$ cat src/rtl/spi_slave_pkg.sv
// Shared types and constants for the SPI mode-0 slave.
package spi_slave_pkg;

  // Transfer state, tracked on the synchronized chip select.
  typedef enum logic [1:0] {
    ST_WAIT,   // after reset: ignore the bus until CS_N is seen high
    ST_IDLE,   // deselected, armed for the next CS_N falling edge
    ST_ACTIVE  // selected, bits are being exchanged
  } spi_state_e;

  // Bit positions of the serial inputs in the synchronizer bundle.
  localparam int unsigned SYNC_W    = 3;
  localparam int unsigned SYNC_SCLK = 2;
  localparam int unsigned SYNC_CS_N = 1;
  localparam int unsigned SYNC_MOSI = 0;

endpackage

$ cat src/rtl/spi_slave_sync_2ff.sv
// Two-flop synchronizer bundle for asynchronous single-bit inputs.
module sync_2ff #(
  parameter int unsigned WIDTH = 1
) (
  input  logic             clk_i,
  input  logic             rst_i,
  input  logic [WIDTH-1:0] d_i,
  output logic [WIDTH-1:0] q_o
);

  logic [WIDTH-1:0] meta_q;
  logic [WIDTH-1:0] sync_q;

  // Two-stage capture into the CLK domain.
  always_ff @(posedge clk_i) begin
    if (rst_i) begin
      meta_q <= '0;
      sync_q <= '0;
    end else begin
      meta_q <= d_i;
      sync_q <= meta_q;
    end
  end

  assign q_o = sync_q;

endmodule

$ cat src/rtl/spi_slave.sv
// SPI mode-0 slave: oversamples SCLK/CS_N/MOSI in the CLK domain,
// receives MSB-first words on DOUT and transmits DIN on MISO.
module spi_slave #(
  parameter int unsigned WORD_WIDTH = 64
) (
  input  logic                  CLK,
  input  logic                  RST,
  input  logic                  SCLK,
  input  logic                  CS_N,
  input  logic                  MOSI,
  output logic                  MISO,
  input  logic [WORD_WIDTH-1:0] DIN,
  input  logic                  DIN_VLD,
  output logic                  DIN_RDY,
  output logic [WORD_WIDTH-1:0] DOUT,
  output logic                  DOUT_VLD
);

  import spi_slave_pkg::*;

  localparam int unsigned CNT_W = (WORD_WIDTH > 1) ? $clog2(WORD_WIDTH) : 1;
  localparam logic [CNT_W-1:0] LAST_BIT = CNT_W'(WORD_WIDTH - 1);

  logic [SYNC_W-1:0]     sync_s;
  logic                  sclk_s, cs_n_s, mosi_s;
  logic                  sclk_rise, sclk_fall, load;

  spi_state_e            state_q, state_d;
  logic                  sclk_prev_q;
  logic [CNT_W-1:0]      cnt_q, cnt_d;
  logic [WORD_WIDTH-1:0] rx_q, rx_d;
  logic [WORD_WIDTH-1:0] tx_q, tx_d;
  logic                  loaded_q, loaded_d;
  logic [WORD_WIDTH-1:0] dout_q, dout_d;
  logic                  vld_q, vld_d;

  sync_2ff #(.WIDTH(SYNC_W)) u_sync (
    .clk_i (CLK),
    .rst_i (RST),
    .d_i   ({SCLK, CS_N, MOSI}),
    .q_o   (sync_s)
  );

  assign sclk_s    = sync_s[SYNC_SCLK];
  assign cs_n_s    = sync_s[SYNC_CS_N];
  assign mosi_s    = sync_s[SYNC_MOSI];
  assign sclk_rise = sclk_s & ~sclk_prev_q;
  assign sclk_fall = ~sclk_s & sclk_prev_q;

  assign DIN_RDY  = ~RST & ~loaded_q & (cnt_q == '0);
  assign load     = DIN_VLD & DIN_RDY;
  assign MISO     = (state_q == ST_ACTIVE) & tx_q[WORD_WIDTH-1];
  assign DOUT     = dout_q;
  assign DOUT_VLD = vld_q;

  // State, shift registers and output registers.
  always_ff @(posedge CLK) begin
    if (RST) begin
      state_q     <= ST_WAIT;
      sclk_prev_q <= 1'b0;
      cnt_q       <= '0;
      rx_q        <= '0;
      tx_q        <= '0;
      loaded_q    <= 1'b0;
      dout_q      <= '0;
      vld_q       <= 1'b0;
    end else begin
      state_q     <= state_d;
      sclk_prev_q <= sclk_s;
      cnt_q       <= cnt_d;
      rx_q        <= rx_d;
      tx_q        <= tx_d;
      loaded_q    <= loaded_d;
      dout_q      <= dout_d;
      vld_q       <= vld_d;
    end
  end

  // Next-state: word framing, RX/TX shifting and TX load.
  always_comb begin
    state_d  = state_q;
    cnt_d    = cnt_q;
    rx_d     = rx_q;
    tx_d     = tx_q;
    loaded_d = loaded_q;
    dout_d   = dout_q;
    vld_d    = 1'b0;

    unique case (state_q)
      ST_WAIT: begin
        cnt_d = '0;
        rx_d  = '0;
        if (cs_n_s) state_d = ST_IDLE;
      end
      ST_IDLE: begin
        cnt_d = '0;
        rx_d  = '0;
        if (!cs_n_s) state_d = ST_ACTIVE;
      end
      ST_ACTIVE: begin
        if (cs_n_s) begin
          // Deselect discards any partial word and the pending TX data.
          state_d = ST_IDLE;
          cnt_d   = '0;
          rx_d    = '0;
          tx_d    = '0;
        end else if (sclk_rise) begin
          rx_d = {rx_q[WORD_WIDTH-2:0], mosi_s};
          if (cnt_q == '0) loaded_d = 1'b0;
          if (cnt_q == LAST_BIT) begin
            cnt_d  = '0;
            dout_d = {rx_q[WORD_WIDTH-2:0], mosi_s};
            vld_d  = 1'b1;
            tx_d   = '0;
          end else begin
            cnt_d = cnt_q + CNT_W'(1);
          end
        end else if (sclk_fall && (cnt_q != '0)) begin
          // cnt_q == 0 here means the falling edge after the last bit.
          tx_d = {tx_q[WORD_WIDTH-2:0], 1'b0};
        end
      end
      default: state_d = ST_WAIT;
    endcase

    // A load overrides the word-end / deselect clear in the same cycle.
    if (load) begin
      tx_d     = DIN;
      loaded_d = 1'b1;
    end
  end

endmodule

$ cat config.mk
export PLATFORM = sky130hd
export DESIGN_NAME = spi_slave
export DESIGN_NICKNAME = d
export VERILOG_FILES = /design/src/rtl/spi_slave_pkg.sv /design/src/rtl/spi_slave_sync_2ff.sv /design/src/rtl/spi_slave.sv
export SDC_FILE = /design/constraint.sdc
export NUM_CORES = 1
export LEC_CHECK = 0
export CAP_MARGIN = 15
export CORE_MARGIN = 2
export CORE_UTILIZATION = 40
export DETAILED_ROUTE_END_ITERATION = 6
export GPL_ROUTABILITY_DRIVEN = 0
export PLACE_DENSITY_LB_ADDON = 0.05
export SETUP_SLACK_MARGIN = 0.3
export SYNTH_ARGS = -nofsm -noshare
export SYNTH_HDL_FRONTEND = slang
export SYNTH_SLANG_ARGS = --single-unit
$ cat constraint.sdc
create_clock -name CLK -period 4.14 [get_ports CLK]
set_clock_uncertainty 0.1 [all_clocks]
set_input_delay 0.621 -clock CLK [delete_from_list [all_inputs] [get_ports CLK]]
set_output_delay 0.621 -clock CLK [all_outputs]
set_load 0.02 [all_outputs]
==> flow_summary.json <==
{
  "first_iter_violations": 348,
  "postCtsSetupBuffers": 0,
  "p_sw_w": 0.00108,
  "vias_per_cell": 5.37,
  "synth.avg_cell_area_um2": 9.66,
  "die_y_um": 155,
  "stdcell_area_um2": 11400,
  "cp.arrival_ns": 2.44,
  "reg2reg_slack_ns": 1.41,
  "dieWidth_um": 155,
  "grt_pass1_wl_mm": 36.3,
  "ir_worst_vdd_mv": 0.255,
  "synth-edff-count": 0,
  "synth_seq_cells": 208,
  "n_antenna_cell": 0,
  "synth_area_leaders": "dfxtp_1, a211oi_2, mux2i_1",
  "port_buffers": 136,
  "cp_common_cell": "nor3_1",
  "tightestPinTransition_ns": 1.12,
  "placeableCoreArea_um2": 22500,
  "grt.busiest_layer": "met2",
  "hold_end": "u_sync.q_o[1]$_SDFF_PP0_",
  "pwr-share-clk_pct": 47.7,
  "max_freq_mhz": 317,
  "power_density_nw_per_um2": 410,
  "reg2reg_from": "state_q[1]$_SDFFE_PP0P_",
  "multi_input_area_um2": 4560,
  "tns_ns": 0,
  "intPower_w": 0.00359,
  "grt_pass1_vias": 7023,
  "io-pin-count": 137,
  "reg2reg_to": "DOUT[33]$_SDFFE_PP0P_",
  "wl_per_cell_um": 16.4,
  "hold_path_depth": 1,
  "hold_viol_final": 0,
  "synthFlopType": "dfxtp_1",
  "synth.most_common_cell": "dfxtp_1",
  "p_seq_share_pct": 44.9,
  "cts-htree-levels": 1,
  "syn_inst": 945,
  "die_area_um2": 24000,
  "postCtsHoldBufs": 0,
  "overflow": 0,
  "timing.final.crit_share_pct": 76.3,
  "grt_usage_pct": 17.9,
  "clkSlewWorstSetupHoldPaths_ns": 0.06,
  "use_met2_pct": 28.3,
  "drv_slew": 0,
  "leakage_nw": 3.60,
  "grt_setup_unrepaired": "no",
  "place_area_um2": 10600,
  "cp_cell_sequence": "nor3_1, nand2b_1, nor3_1, clkdlybuf4s50_1",
  "start_util_pct": 40.6,
  "max_stage_delay_ns": 0.68,
  "syn-num-nets": 1017,
  "drv_cap": 0,
  "yosys_warnings": 0,
  "clk_latency_ns": 0.53,
  "cts_resized": 0,
  "drive_gt1_share_pct": 16.9,
  "drc": 0,
  "met3_usage_pct": 3.51,
  "cp_top_family": "simple AND/OR/NAND/NOR gates",
  "synthArstFlopShare_pct": 0,
  "netlist_area_um2": 9130,
  "nets": 1101,
  "ys_top_cells_by_count": "dfxtp_1, nand2_1, nor2_1",
  "hold_start": "u_sync.meta_q[1]$_SDFF_PP0_",
  "fill_cells": 2118,
  "hpwl_mm": 12.2,
  "routed_wl_mm": 21.8,
  "final_antenna_net_count": 0,
  "required_ns": 3.42,
  "crit_type": "flop to output pin",
  "crit_fanout": 6,
  "antenna_found_initial": 0,
  "reg2regPathDepth": 5,
  "p_total_w": 0.00467,
  "cp_slowest_cell": "clkdlybuf4s50_1",
  "yosysSeqAreaShare_pct": 45.6,
  "area_delta_synth_final_pct": 24.9,
  "min_period_ns": 3.16,
  "grt_max_degree": 88,
  "ys_types": 45,
  "yosysTopAreaCell": "dfxtp_1",
  "crit_path_start_kind": "flop",
  "via_count": 7141,
  "cts-root-buf": "clkbuf_16",
  "end_kind": "output pin",
  "dr.pass1.iters": 4,
  "grtUsageMet1_pct": 25.5,
  "hold_class": "flop to flop",
  "numCtsBuffers": 24,
  "combPwrFrac_pct": 7.4,
  "setup_viol": 0,
  "rows": 55,
  "outcome": "finished, final reports clean",
  "path_buf_inv": 1,
  "swShare_pct": 23.2,
  "cts_sinks": 208,
  "relSlewSlack_pct": 25.5,
  "cts_tree": "yes",
  "clockBufferDepth": 3,
  "seq_area_um2": 4160,
  "synth_top_cell_area_share_pct": 45.6
}
[worst max path at each step]
stage / startpoint / to / slack (ns) / cells after the start
floorplan: RST / DIN_RDY / 1.71 / 4
global placement: DIN_VLD / tx_q[16]$_SDFFE_PP0P_ / 1.15 / 6
detailed placement: DIN_VLD / tx_q[60]$_SDFFE_PP0P_ / 1.09 / 6
CTS: cnt_q[4]$_SDFFE_PP0P_ / DIN_RDY / 0.98 / 4
global route: cnt_q[4]$_SDFFE_PP0P_ / DIN_RDY / 0.81 / 4
finish: cnt_q[4]$_SDFFE_PP0P_ / DIN_RDY / 0.98 / 4
[kinds of logic after synthesis]
group / synth area share, %
AND/OR/NAND/NOR: 12.3
multiplexers: 7.02
adder cells (fa/ha/maj): 0.274
XOR/XNOR: 0.384
AO/OA/AOI/OAI: 29.5
flip-flops: 45.6
buffers and inverters: 4.98
[power groups by stage]
stage	Sequential, W	Combinational [W]	Clock (W)
2_1_floorplan	0.00213	0.000233	0
3_3_place_gp	0.00214	0.000349	0
3_5_place_dp	0.00214	0.000348	0
4_1_cts	0.00210	0.000350	0.00230
5_1_grt	0.00210	0.000378	0.00239
6_report	0.00210	0.000345	0.00223
[routing by layer]
metal,up-vias,part of all wire (%)
met4,0,1.6
met2,138,44
met1,3387,50
met5,-,0
met3,25,4.7
li1,3591,-
[sequential cells by signal, indices dropped and copies added, names as in the netlist]
register       cells
u_sync.q_o         3
sclk_prev_q        1
state_q            2
rx_q              63
cnt_q              6
DOUT              64
DOUT_VLD           1
loaded_q           1
u_sync.meta_q      3
tx_q              64
[cell type report]
type | instances | area share, %
clock buffer | 34 | 5.86
clock inverter | 8 | 1.48
inverter | 3 | 0.0988
multi-input combinational | 643 | 40.0
sequential | 208 | 36.5
tap | 285 | 3.13
timing repair buffer | 149 | 12.9
[placed cells by master (no fill, tap or decap), types with 2 or more instances in the layout]
cell type / instances
a211oi_1: 65
nand3_1: 66
o21bai_1: 62
or3_1: 2
nand3b_1: 3
clkbuf_16: 24
xnor2_1: 2
nand2_1: 70
inv_1: 3
clkinv_2: 2
o211ai_1: 3
ha_1: 2
a211oi_2: 59
clkbuf_8: 3
dfxtp_1: 208
nor2b_1: 10
xor2_1: 2
nand2b_1: 6
nor2_1: 70
clkbuf_1: 7
clkdlybuf4s50_1: 135
a31oi_1: 2
a21oi_2: 59
buf_4: 12
mux2i_1: 64
a21oi_1: 69
bufinv_16: 4
nor3_1: 5
[through the flow]
| step | hold WS, ns | std cells | setup slack, ns | utilization, % |
|---|---|---|---|---|
| 6_report | 0.335 | 1330 | 0.983 | 50.7 |
| 4_1_cts | 0.344 | 1330 | 0.982 | 50.7 |
| 3_5_place_dp | 0.328 | 1288 | 1.09 | 46.9 |
| 5_1_grt | 0.365 | 1330 | 0.810 | 50.7 |
| 3_3_place_gp | 0.319 | 1288 | 1.15 | 46.9 |
| 2_1_floorplan | 0.314 | 945 | 1.71 | - |
Power figures use the tool's default switching activity.
